$ cat src/rtl/cond_eval_pipe.sv
// Two-stage valid/ready branch-condition evaluator with a persistent compare-flag register.
// Optional build macro COND_STATS_EN adds saturating taken/evaluated result counters.
module cond_eval_pipe #(
    parameter int WIDTH = 8,
    parameter int CNT_W = 16
) (
    input  logic             clk,
    input  logic             rst,
    input  logic             in_valid,
    output logic             in_ready,
    input  logic [2:0]       cond,
    input  logic             sgn,
    input  logic             use_flags,
    input  logic [WIDTH-1:0] ARG1,
    input  logic [WIDTH-1:0] _ARG2,
    output logic             out_valid,
    input  logic             out_ready,
    output logic             Output,
    output logic [2:0]       flags
`ifdef COND_STATS_EN
    ,
    output logic [CNT_W-1:0] taken_cnt,
    output logic [CNT_W-1:0] eval_cnt
`endif
);

    typedef enum logic [2:0] {
        CC_EQ     = 3'd0,
        CC_NE     = 3'd1,
        CC_LT     = 3'd2,
        CC_LE     = 3'd3,
        CC_GT     = 3'd4,
        CC_GE     = 3'd5,
        CC_ALWAYS = 3'd6,
        CC_NEVER  = 3'd7
    } cond_code_t;

    // Degenerate widths would make the signed compare meaningless.
    if (WIDTH < 2 || CNT_W < 1) begin : g_bad_params
    end

    logic             s1_valid_reg;
    cond_code_t       s1_cond_reg;
    logic             s1_sgn_reg;
    logic             s1_use_flags_reg;
    logic [WIDTH-1:0] s1_arg1_reg;
    logic [WIDTH-1:0] s1_arg2_reg;
    logic             s2_valid_reg;
    logic             s2_result_reg;
    logic [2:0]       flags_reg;

    logic s2_adv;
    logic s1_adv;
    logic accept;
    logic eq_cmp, ltu_cmp, lts_cmp;
    logic eq_sel, lt_sel;
    logic result_next;

    assign s2_adv   = !s2_valid_reg || out_ready;
    assign s1_adv   = s1_valid_reg && s2_adv;
    assign in_ready = !s1_valid_reg || s2_adv;
    assign accept   = in_valid && in_ready;

    always_comb begin
        eq_cmp  = (s1_arg1_reg == s1_arg2_reg);
        ltu_cmp = (s1_arg1_reg < s1_arg2_reg);
        lts_cmp = ($signed(s1_arg1_reg) < $signed(s1_arg2_reg));
        eq_sel  = eq_cmp;
        lt_sel  = s1_sgn_reg ? lts_cmp : ltu_cmp;
        // Flag-mode ops reuse the stored {LTS, LTU, EQ} of the previous compare.
        if (s1_use_flags_reg) begin
            eq_sel = flags_reg[0];
            lt_sel = s1_sgn_reg ? flags_reg[2] : flags_reg[1];
        end
        result_next = 1'b0;
        case (s1_cond_reg)
            CC_EQ:     result_next = eq_sel;
            CC_NE:     result_next = !eq_sel;
            CC_LT:     result_next = lt_sel;
            CC_LE:     result_next = lt_sel || eq_sel;
            CC_GT:     result_next = !(lt_sel || eq_sel);
            CC_GE:     result_next = !lt_sel;
            CC_ALWAYS: result_next = 1'b1;
            CC_NEVER:  result_next = 1'b0;
            default:   result_next = 1'b0;
        endcase
    end

    always_ff @(posedge clk) begin
        if (rst) begin
            s1_valid_reg     <= 1'b0;
            s1_cond_reg      <= CC_EQ;
            s1_sgn_reg       <= 1'b0;
            s1_use_flags_reg <= 1'b0;
            s1_arg1_reg      <= '0;
            s1_arg2_reg      <= '0;
        end else if (in_ready) begin
            s1_valid_reg <= in_valid;
            if (accept) begin
                s1_cond_reg      <= cond_code_t'(cond);
                s1_sgn_reg       <= sgn;
                s1_use_flags_reg <= use_flags;
                s1_arg1_reg      <= ARG1;
                s1_arg2_reg      <= _ARG2;
            end
        end
    end

    always_ff @(posedge clk) begin
        if (rst) begin
            s2_valid_reg  <= 1'b0;
            s2_result_reg <= 1'b0;
            flags_reg     <= 3'b000;
        end else begin
            if (s2_adv) begin
                s2_valid_reg <= s1_valid_reg;
            end
            if (s1_adv) begin
                s2_result_reg <= result_next;
                if (!s1_use_flags_reg) begin
                    flags_reg <= {lts_cmp, ltu_cmp, eq_cmp};
                end
            end
        end
    end

    assign out_valid = s2_valid_reg;
    assign Output    = s2_result_reg;
    assign flags     = flags_reg;

`ifdef COND_STATS_EN
    logic [CNT_W-1:0] taken_cnt_reg;
    logic [CNT_W-1:0] eval_cnt_reg;
    logic             deliver;

    assign deliver = s2_valid_reg && out_ready;

    always_ff @(posedge clk) begin
        if (rst) begin
            taken_cnt_reg <= '0;
            eval_cnt_reg  <= '0;
        end else if (deliver) begin
            if (eval_cnt_reg != {CNT_W{1'b1}}) begin
                eval_cnt_reg <= eval_cnt_reg + CNT_W'(1);
            end
            if (s2_result_reg && (taken_cnt_reg != {CNT_W{1'b1}})) begin
                taken_cnt_reg <= taken_cnt_reg + CNT_W'(1);
            end
        end
    end

    assign taken_cnt = taken_cnt_reg;
    assign eval_cnt  = eval_cnt_reg;
`endif

endmodule
$ cat config.mk
export PLATFORM = sky130hd
export DESIGN_NAME = cond_eval_pipe
export DESIGN_NICKNAME = d
export VERILOG_FILES = /design/src/rtl/cond_eval_pipe.sv
export SDC_FILE = /design/constraint.sdc
export NUM_CORES = 1
export LEC_CHECK = 0
export CORE_ASPECT_RATIO = 1.25
export CORE_MARGIN = 2
export CORE_UTILIZATION = 46
export CTS_BUF_LIST = sky130_fd_sc_hd__clkbuf_8
export CTS_CLUSTER_SIZE = 14
export DETAILED_ROUTE_END_ITERATION = 8
export PLACE_DENSITY = 0.77
export SYNTH_ARGS = -nofsm -noshare
export SYNTH_HDL_FRONTEND = slang
export SYNTH_SLANG_ARGS = --single-unit
$ cat constraint.sdc
create_clock -name clk -period 1.55 [get_ports clk]
set_clock_uncertainty 0.1 [all_clocks]
set_input_delay 0.31 -clock clk [delete_from_list [all_inputs] [get_ports clk]]
set_output_delay 0.31 -clock clk [all_outputs]
set_load 0.05 [all_outputs]
* Word-level counts from Yosys, hierarchy flattened
Index checks and enable logic that the tools add are counted.
** Operators by class
- Magnitude comparators :: 2
- Equality and inequality tests :: 8
- Muxes and demuxes :: 5
- Bitwise operators :: 1
- Reduce and logical (&&, ||, !) cells :: 13
** Operators with widths (number)
- 8-bit less-than comparator :: 2
- 3-bit equality test (second input constant) :: 4
- 8-bit equality test :: 1
- 1-bit case mux with 8 select lines :: 1
- 3-bit by 2-bit equality test with 1-bit output (second input constant) :: 2
- 1-bit zero test :: 5
- 1-bit 2-to-1 mux :: 4
- 2-bit AND reduction :: 2
- 3-bit by 1-bit equality test with 1-bit output (second input constant) :: 1
- 3-bit zero test :: 1
- 1-bit logical OR :: 3
- 1-bit logical AND :: 2
- 1-bit NOT :: 1
** Word-level totals
- Register bits after elaboration :: 27
- Input port bits :: 25
- Output and inout bits :: 6
- Logic and storage cells :: 38

* Depth between registers and ports, before layout
- Word-level depth :: 6
- Mapped depth :: 8
- Depth with buffers taken out :: 8

* Least setup slack after synthesis
Ideal clock, no wire load.
- Path kind :: reg-to-reg
- Start :: register s2_valid_reg (netlist: out_valid)
- End :: register s1_use_flags_reg
- Data arrival time :: 1906 ps
- Required time :: 1380 ps
- Path slack :: -527 ps
- Cell stages (with the launch flop) :: 7
- Buffers on the path :: 1
- Cell sequence :: dfxtp_1 > nor2b_1 > nand2_1 > nand2_1 > clkbuf_1 > nand2_1 > a21oi_1
** Between the ends
- Cells in the longest elaborated chain, start to end :: 5
** Ends and longest elaborated chain
- start: declaration :: line 48 : logic s2_valid_reg;
- start signal: assignment :: line 116 : s2_valid_reg <= s1_valid_reg;
- 1-bit zero test * :: line 59 : assign s2_adv = !s2_valid_reg || out_ready;
- 1-bit logical OR * :: line 59
- 1-bit logical OR * :: line 61 : assign in_ready = !s1_valid_reg || s2_adv;
- net in_ready :: line 10 : output logic in_ready,
- 1-bit logical AND :: line 62 : assign accept = in_valid && in_ready;
- 2-bit AND reduction (no line) *
- end signal: assignment :: line 102 : s1_use_flags_reg <= use_flags;
- end: declaration :: line 45 : logic s1_use_flags_reg;
The timed path passes the listed nets; every way through them passes the cells marked *.
A chain may end at the register's enable or synchronous reset.

* Worst setup path after layout
- Start :: register s1_arg1_reg[1]
- End :: register s2_result_reg (netlist: Output)
** Between the ends
- Cells in the longest elaborated chain, start to end :: 6
- Elaborated cells between the ends (all ways) :: 11
** Ends and longest elaborated chain
- start: declaration :: line 46 : logic [WIDTH-1:0] s1_arg1_reg;
- start signal: assignment :: line 95 : s1_arg1_reg <= '0;
- start signal: assignment :: line 103 : s1_arg1_reg <= ARG1;
- 8-bit less-than comparator, on equally long branches :: line 66, 67
- 1-bit 2-to-1 mux :: line 69 : lt_sel = s1_sgn_reg ? lts_cmp : ltu_cmp;
- 1-bit 2-to-1 mux :: line 71 : if (s1_use_flags_reg) begin
- 1-bit logical OR :: line 80, 81
- 1-bit zero test :: line 81 : CC_GT: result_next = !(lt_sel || eq_sel);
- 1-bit case mux with 8 select lines * :: line 76 : case (s1_cond_reg)
- end signal: assignment :: line 119 : s2_result_reg <= result_next;
- end: declaration :: line 49 : logic s2_result_reg;
Every way passes the cells marked *; elsewhere a longest branch is shown, timed or not.

==> flow_summary.yaml <==
finish:
  final_cell_area_sq_um: 2020
  nets: 248
  area_growth_pct: 51.9
  diodes: 0
  layout-drive-gt1-share_pct: 25.2
power_and_ir_drop:
  sequentialPowerShare_pct: 48.2
  p_int_mw: 1.16
  switching_share_pct: 28.8
  p_comb_share_pct: 27.8
  finalPower_mw: 1.63
  pwr-share-clk_pct: 24.0
  max-vdd-ir-drop_v: 0.000628
  p_per_area_nw_per_um2: 807
  p_leak_nw: 0.810
  p_sw_mw: 0.469
yosys:
  syn_nets: 204
  synth_cells: 171
  ys_seq_area_share_pct: 40.7
  synth_cell_types: 30
  yosys.area.top_type_share_pct: 40.7
  synthTopCellsByCount: "nand2_1, a21oi_1, dfxtp_1, inv_1, ha_1"
  synth_top_area_cell: "dfxtp_1"
  synthTopCellsByArea: "dfxtp_1, nand2_1, a21oi_1"
  ys.flop_type: "dfxtp_1"
  synth.most_common_cell: "nand2_1"
  yosys_warnings: 0
  synth_seq_cells: 27
  syn_area_per_cell_sq_um: 7.76
  synth_area_sq_um: 1330
  async_flop_share_pct: 0
  synth_edf_count: 0
floorplan:
  io_pins: 31
  die_h_microns: 64.1
  start_util_pct: 49.1
  rows: 21
  die_area_sq_um: 3330
  core_sq_um: 2710
  die_width_microns: 52.1
timing:
  max_slew_margin_pct: 77.0
  min_period_over_period_pct: 113
  clock.fmax_ghz: 0.570
  final_max_slew_viol_count: 0
  rsz0062_at_grt: "true"
  finalSetupViolCount: 3
  finalWorstSetupSlack_ns: -0.206
  fin_crit_ns: 1.76
  worst_slew_pin_slew_ns: 0.344
  holdWs_ns: 0.366
  finalHoldViolations: 0
clock_tree:
  clkSinkCount: 27
  htree_levels: 1
  clkTransAtPathRegs_ns: 0.09
  cts_buffers: 3
  clock_path_buffers: 2
  insertion_delay_ns: 0.27
  cts_tree: "done"
  clock-root-buffer: "clkbuf_8"
  cts_hold_buffers: 0
routing:
  num_vias: 1353
  viasPerCell: 5.46
  drtIter0Drc: 24
  drc: 0
  detail_route.wl_per_cell_microns: 14.0
  drt_first_pass_iters: 4
  drt-total-wl_microns: 3460
  ant_nets: 0
critical_path:
  crit_required_ns: 1.62
  cp_max_fo: 3
  crit_type: "flop to flop"
  worstSetupStartpointType: "flop"
  r2r_setup_slack_ns: -0.21
  cpPeakStageDelay_ns: 0.35
  cpMaxStageDelayCell: "dfxtp_2"
  end_kind: "flop"
  critPathArrivalTime_ns: 1.82
  path_cells: "ha_4 > nor2b_4 > o211ai_1 > a21oi_1 > nor3_2 > buf_4 > and3_1 > o21ai_1"
global_route:
  grt_first_pass_wirelength_microns: 5650
  grt_max_degree: 22
  grt_use_total_pct: 22.6
  grt_pass1_vias: 1297
  gr-total-overflow: 0
  antenna_found_initial: 0
placement:
  place_area_sq_um: 1870
  io_buffers: 30
  hpwl_microns: 2480
  place.gp.congestion: 0.839
run:
  max-cap-violations: 0
status:
  outcome: "finished with violations"
  violations: "negative setup slack"
hold_path:
  hp-class: "flop to flop"
layout by cell type, fill, tap and decap left out, types with 4 or more instances in the layout:
master            n
a21oi_1          27
nand2_1          45
ha_1              4
nor2_1            7
inv_1             7
buf_4            14
buf_12            9
clkdlybuf4s50_1  23
dfxtp_1          19
dfxtp_2           7
ha_4              4
mux2i_1           4
area by class of cell:
type	count	area, sq um
clock buffers	3	41.3
clock inverters	1	3.75
fillers	208	689
inverters	9	33.8
multi-input cells	126	807
flip-flops and latches	27	553
well taps	34	42.5
repair buffers	48	536
repair_timing:
action,in CTS,in global routing
setup endpoints to repair,4,4
setup buffers,3,1
gates resized for setup,16,3
cloned,0,0
pin swaps,11,4
routing by layer:
layer	GRT usage, %	wire [microns]	vias up
met5	0	0	-
met4	11.8	104	0
met3	3.50	125	12
met2	41.5	2020	41
met1	23.8	1210	632
li1	-	-	668
final timing paths:
check | start | to | cells after the start
setup / recovery | s1_arg1_reg[1] | Output | 8
hold / removal | s1_arg2_reg[3] | s1_arg2_reg[3] | 2
setup reg to reg | s1_arg1_reg[1] | Output | 8
hold reg to reg | s1_arg2_reg[3] | s1_arg2_reg[3] | 2
through the flow:
| step | utilization (%) | TNS (ns) | setup slack, ns | cells |
|---|---|---|---|---|
| floorplan | - | -0.198 | -0.105 | 171 |
| global placement | 69.2 | -4.71 | -0.240 | 241 |
| detailed placement | 69.2 | -5.60 | -0.301 | 241 |
| CTS | 73.5 | -0.370 | -0.211 | 247 |
| global route | 74.5 | -0.761 | -0.303 | 248 |
| finish | 74.5 | -0.495 | -0.206 | 248 |
worst max-delay path, delay by kind of cell (launching register included):
kind	cells	cell delay, ns
simple gates	3	0.49
flops	1	0.35
compound gates	3	0.32
fa+ha+maj	1	0.24
buf+inv	1	0.17
power by group through the flow:
stage	clock network [mW]	registers, mW	logic [mW]
2_1_floorplan	0	0.813	0.188
3_3_place_gp	0	0.792	0.383
3_5_place_dp	0	0.795	0.400
4_1_cts	0.400	0.782	0.437
5_1_grt	0.436	0.790	0.489
6_report	0.391	0.784	0.452
kinds of logic (layout without fill, tap and decap cells):
group                      Yosys count  in the layout  synth area share, %
adders and majority gates            8              8                 7.54
DFF                                 27             27                 40.7
muxes                                5              5                 3.77
buffers and inverters               18             61                 5.84
and+or+nand+nor                     69             69                 23.1
AOI/OAI and AO/OA                   43             43                 18.4
xor gates and xnor gates             1              1                0.660
No activity file was read; power rests on OpenSTA's default activity.
==> RTL change 1, RTL diff (same flow settings) <==
Build with the macro `COND_STATS_EN` defined.
--- a/src/rtl/cond_eval_pipe.sv
+++ b/src/rtl/cond_eval_pipe.sv
@@ -1,4 +1,6 @@
 // Two-stage valid/ready branch-condition evaluator with a persistent compare-flag register.
 // Optional build macro COND_STATS_EN adds saturating taken/evaluated result counters.
+`define COND_STATS_EN
+
 module cond_eval_pipe #(
     parameter int WIDTH = 8,
Behaviour (old outputs only; new: eval_cnt and taken_cnt): unchanged (Yosys induction, for registers that start in step).
==> RTL change 1 against the original RTL <==
- the run still ends with setup timing left
- worst setup slack worse by 0.15 ns
- die area is 110% higher
- global-route usage increased by 5.7 points
- core utilization up 15 points
- sequential share of layout area fell by 3.9 points
- critical path type unchanged
- final area grew to 2.8 times the old value
- first-iteration DRC count grew to 8.0 times the old value
- total power rose by 100%
- sequential cell count up 32
- wire length increased to 3.3 times the old value
- non-clock buffer count increased by 107
- synthesized area rose by 120%
==> RTL change 1: results (changes against the original RTL) <==
* Mux cell area share after synthesis at 2.23% (-1.5 points)
* Peak supply drop at 0.711 mV (+13%)
* Grt met3 use at 7.30% (+3.8 points)
* Met2 wire length at 6020 µm (+200%)
* All-Layer GR Usage at 28.3% (+5.7 points)
* WL met3 at 594 µm (+380%)
* Final setup fails at 35 (+32)
* Per-cell routed wire length at 18.8 µm (+35%)
* Status: finished, violations left
* M2 GR Usage at 50.2% (+8.8 points)
* H-tree depth at 3 (+2)
* Ranking of synthesized cells by area: dfxtp_1 (40%), nand2_1 (8.0%), a21oi_1 (6.4%)
* Relative slew slack at 65.9% (-11 points)
* XOR/XNOR Fraction of Synth Area at 7.08% (+6.4 points)
* Failing checks: setup timing
* Post-layout util at 89.5% (+15 points)
* Placed cells at 570 (+140%)
* Average via count per standard cell at 5.66 (+3.8%)
* Pin count of the biggest net entering global routing at 27 (+23%)
* DR pass1 iterations at 5 (+1)
* Fin worst setup slack at -0.351 ns (-0.145 ns)
* Met1 GRT Util at 30.2% (+6.4 points)
* Share of post-route cells with drive strength above 1 at 51.3% (+26 points)
* Post-Place Worst Slack at -0.581 ns (-0.280 ns)
* Metal-1 WL at 4130 µm (+240%)
* Via Count at 3,427 (+150%)
==> RTL change 1: cell count changes after synthesis, sizes merged, moves of 11 or more <==
cell,unedited run,this run
dfxtp,27,59
nor2,8,40
nand2,47,64
xnor2,0,17
nand3,1,12
==> RTL change 1: what timing repair did <==
action	in CTS	in global routing
pin swaps	36	33
buffers inserted	11	9
resized for setup	48	35
endpoints found under the setup margin	55	36
hold buffers	0	0
endpoints found under the hold margin	0	0
==> RTL change 1: power by group <==
part | switching (mW) | leakage [nW] | internal, mW
sequential | 0.0420 | 0.509 | 1.51
clock | 0.645 | 0.0943 | 0.594
combinational | 0.264 | 1.61 | 0.273
total | 0.951 | 2.21 | 2.38
==> RTL change 1: layout make-up <==
type / count / share of cell area (%)
Clock inverter: 5 / 0.405
Timing Repair Buffer: 155 / 32.0
Sequential cell: 59 / 23.6
Multi-Input combinational cell: 276 / 38.7
Clock buffer: 10 / 2.48
Inverter: 15 / 1.01
Tap cell: 85 / 1.91
==> RTL change 1: critical path: cells and delay by family (launching register included) <==
kind,cells,cell delay (ns)
AO/OA/AOI/OAI,2,0.31
adder cells (fa/ha/maj),1,0.23
buffers and inverters,1,0.15
flip-flops,1,0.38
multiplexers,1,0.12
AND/OR/NAND/NOR,2,0.51
==> RTL change 1: worst paths after layout <==
| kind | to | cells after the start | from |
|---|---|---|---|
| setup / recovery | Output$_SDFFE_PP0P_ | 7 | s1_arg1_reg[6]$_SDFFE_PP0P_ |
| hold / removal | eval_cnt[9]$_SDFFE_PP0P_ | 2 | rst |
| setup reg to reg | Output$_SDFFE_PP0P_ | 7 | s1_arg1_reg[6]$_SDFFE_PP0P_ |
| hold reg to reg | s1_arg2_reg[2]$_SDFFE_PP0P_ | 2 | s1_arg2_reg[2]$_SDFFE_PP0P_ |
==> RTL change 2, RTL diff (same flow settings) <==
Without the edit above. Put one more register stage on the output `flags`, cleared by the reset. The value now appears one clock later. The other outputs are not delayed to match.
--- a/src/rtl/cond_eval_pipe.sv
+++ b/src/rtl/cond_eval_pipe.sv
@@ -127,5 +127,11 @@
     assign out_valid = s2_valid_reg;
     assign Output    = s2_result_reg;
-    assign flags     = flags_reg;
+    always_ff @(posedge clk) begin
+        if (rst) begin
+            flags <= '0;
+        end else begin
+            flags <= flags_reg;
+        end
+    end
 
 `ifdef COND_STATS_EN
Check against the original RTL: not equivalent (a bounded check fails within 4 cycles, from zero or initial values and one cycle with rst high).
==> RTL change 2 against the original RTL <==
- the flow still finishes with violations (setup timing)
- sequential cell count grew 3
- combinational power shrank 2%
- clock power grew 57%
- final area grew 6.9%
- total power grew 18%
- worst setup slack lost 0.14 ns
- synthesized area grew 5.5%
- wire length grew 0.32%
==> RTL change 2: results (changes against the original RTL) <==
* Setup TNS at -0.780 ns (-0.285 ns)
* Pin count of the biggest net entering global routing at 22 (unchanged)
* Total of fill cells in the finished design at 229 (+10%)
* Slowest CP cell: o31a_1
* Reg-to-Reg Start: s1_arg2_reg[7]$_SDFFE_PP0P_
* Sequential power share at 44.9% (-3.3 points)
* Cts hold-fix bufs at 0 (unchanged)
* Worst path max stage delay at 0.36 ns
* Final setup fails at 4 (+1)
* Post-Place Worst Slack at -0.299 ns (+0.00211 ns)
* Routability cong. at 0.907 (+8.0%)
* Vias in the first global route at 1,398 (+7.8%)
* Iteration-0 DRC count of the detailed router at 19 (-21%)
* Ranking of synthesized cells by area: dfxtp_1 (43%), nand2_1 (13%), a21oi_1 (11%)
* H-tree depth at 2 (+1)
* Placed cell area at 1980 µm² (+5.7%)
* Status: finished, violations left
* Post-synth cell types at 34 (+13%)
* Failing checks: setup timing
* Fin worst setup slack at -0.343 ns (-0.137 ns)
* Layout net count at 254 (+2.4%)
* CTS-repair resized insts at 15 (-1)
* Leakage power at 0.847 nW (+4.6%)
* Critical-path maximum fanout at 5 (+2)
* Sw Pwr at 0.513 mW (+9.4%)
* All-Layer GR Usage at 23.4% (+0.73 points)
* Yosys warning total at 0 (unchanged)
* Peak supply drop at 0.785 mV (+25%)
* Syn avg cell area at 7.87 µm² (+1.3%)
* Comb pwr share at 23.1% (-4.7 points)
* Reg2reg path depth at 7 (-1)
* Global-route wire length before repair at 5930 µm (+4.9%)
* Reg clk slew, reported paths at 0.06 ns (-0.03 ns)
* Number of setup buffers added after CTS at 0 (-3)
* Post-synthesis sequential area ratio at 42.9% (+2.2 points)
* Post-synth net total at 211 (+3.4%)
* Share of post-route cells with drive strength above 1 at 30.5% (+5.2 points)
* Clock-net power at 0.613 mW (+57%)
* Post-synth top cells: nand2_1 (47), a21oi_1 (31), dfxtp_1 (30)
* Worst Tran Pin Value at 0.274 ns (-0.0697 ns)
* Placed cells at 249 (+3.3%)
* Post-DP HPWL at 2360 µm (-4.7%)
* Average via count per standard cell at 5.37 (-1.6%)
* CTS Buf Count at 5 (+2)
* Clock Latency Late Sink at 0.28 ns
RTL change 2: cell families after synthesis:
kind of cell	synth area share [%]
simple gates	24.6
xor+xnor	0.626
compound gates	17.1
buf+inv	5.45
fa+ha+maj	7.15
mux	2.23
flops	42.9
RTL change 2: worst min-delay path by stage:
stage	end	start	cells past startpoint	slack [ns]
2_1_floorplan	flags[2]$_SDFF_PP0_	rst	1	0.29
3_3_place_gp	s1_arg2_reg[1]$_SDFFE_PP0P_	s1_arg2_reg[1]$_SDFFE_PP0P_	2	0.34
3_5_place_dp	s1_arg2_reg[6]$_SDFFE_PP0P_	s1_arg2_reg[6]$_SDFFE_PP0P_	2	0.35
4_1_cts	s1_arg2_reg[6]$_SDFFE_PP0P_	s1_arg2_reg[6]$_SDFFE_PP0P_	2	0.36
5_1_grt	s1_arg2_reg[4]$_SDFFE_PP0P_	s1_arg2_reg[4]$_SDFFE_PP0P_	2	0.38
6_report	s1_arg2_reg[7]$_SDFFE_PP0P_	s1_arg2_reg[7]$_SDFFE_PP0P_	2	0.36
RTL change 2: critical path, delay by kind of cell (launching register included):
kind | cells | cell delay (ns)
flops | 1 | 0.33
xor+xnor | 1 | 0.21
compound gates | 3 | 0.72
fa+ha+maj | 1 | 0.27
buf+inv | 1 | 0.04
simple gates | 1 | 0.13
RTL change 2: final cells by class:
class                   count  area share [%]
flip-flops and latches     30            28.6
inverters                  11            1.91
multi-input cells         128            40.5
well taps                  36            2.09
repair buffers             45            23.0
clock buffers               6            3.83
RTL change 2: metal layers:
layer | vias up | track usage (%) | routed length, µm
met3 | 7 | 5.68 | 121
met2 | 26 | 41.0 | 1880
li1 | 679 | - | -
met1 | 662 | 24.6 | 1400
met5 | - | 0 | 0
met4 | 0 | 12.8 | 75
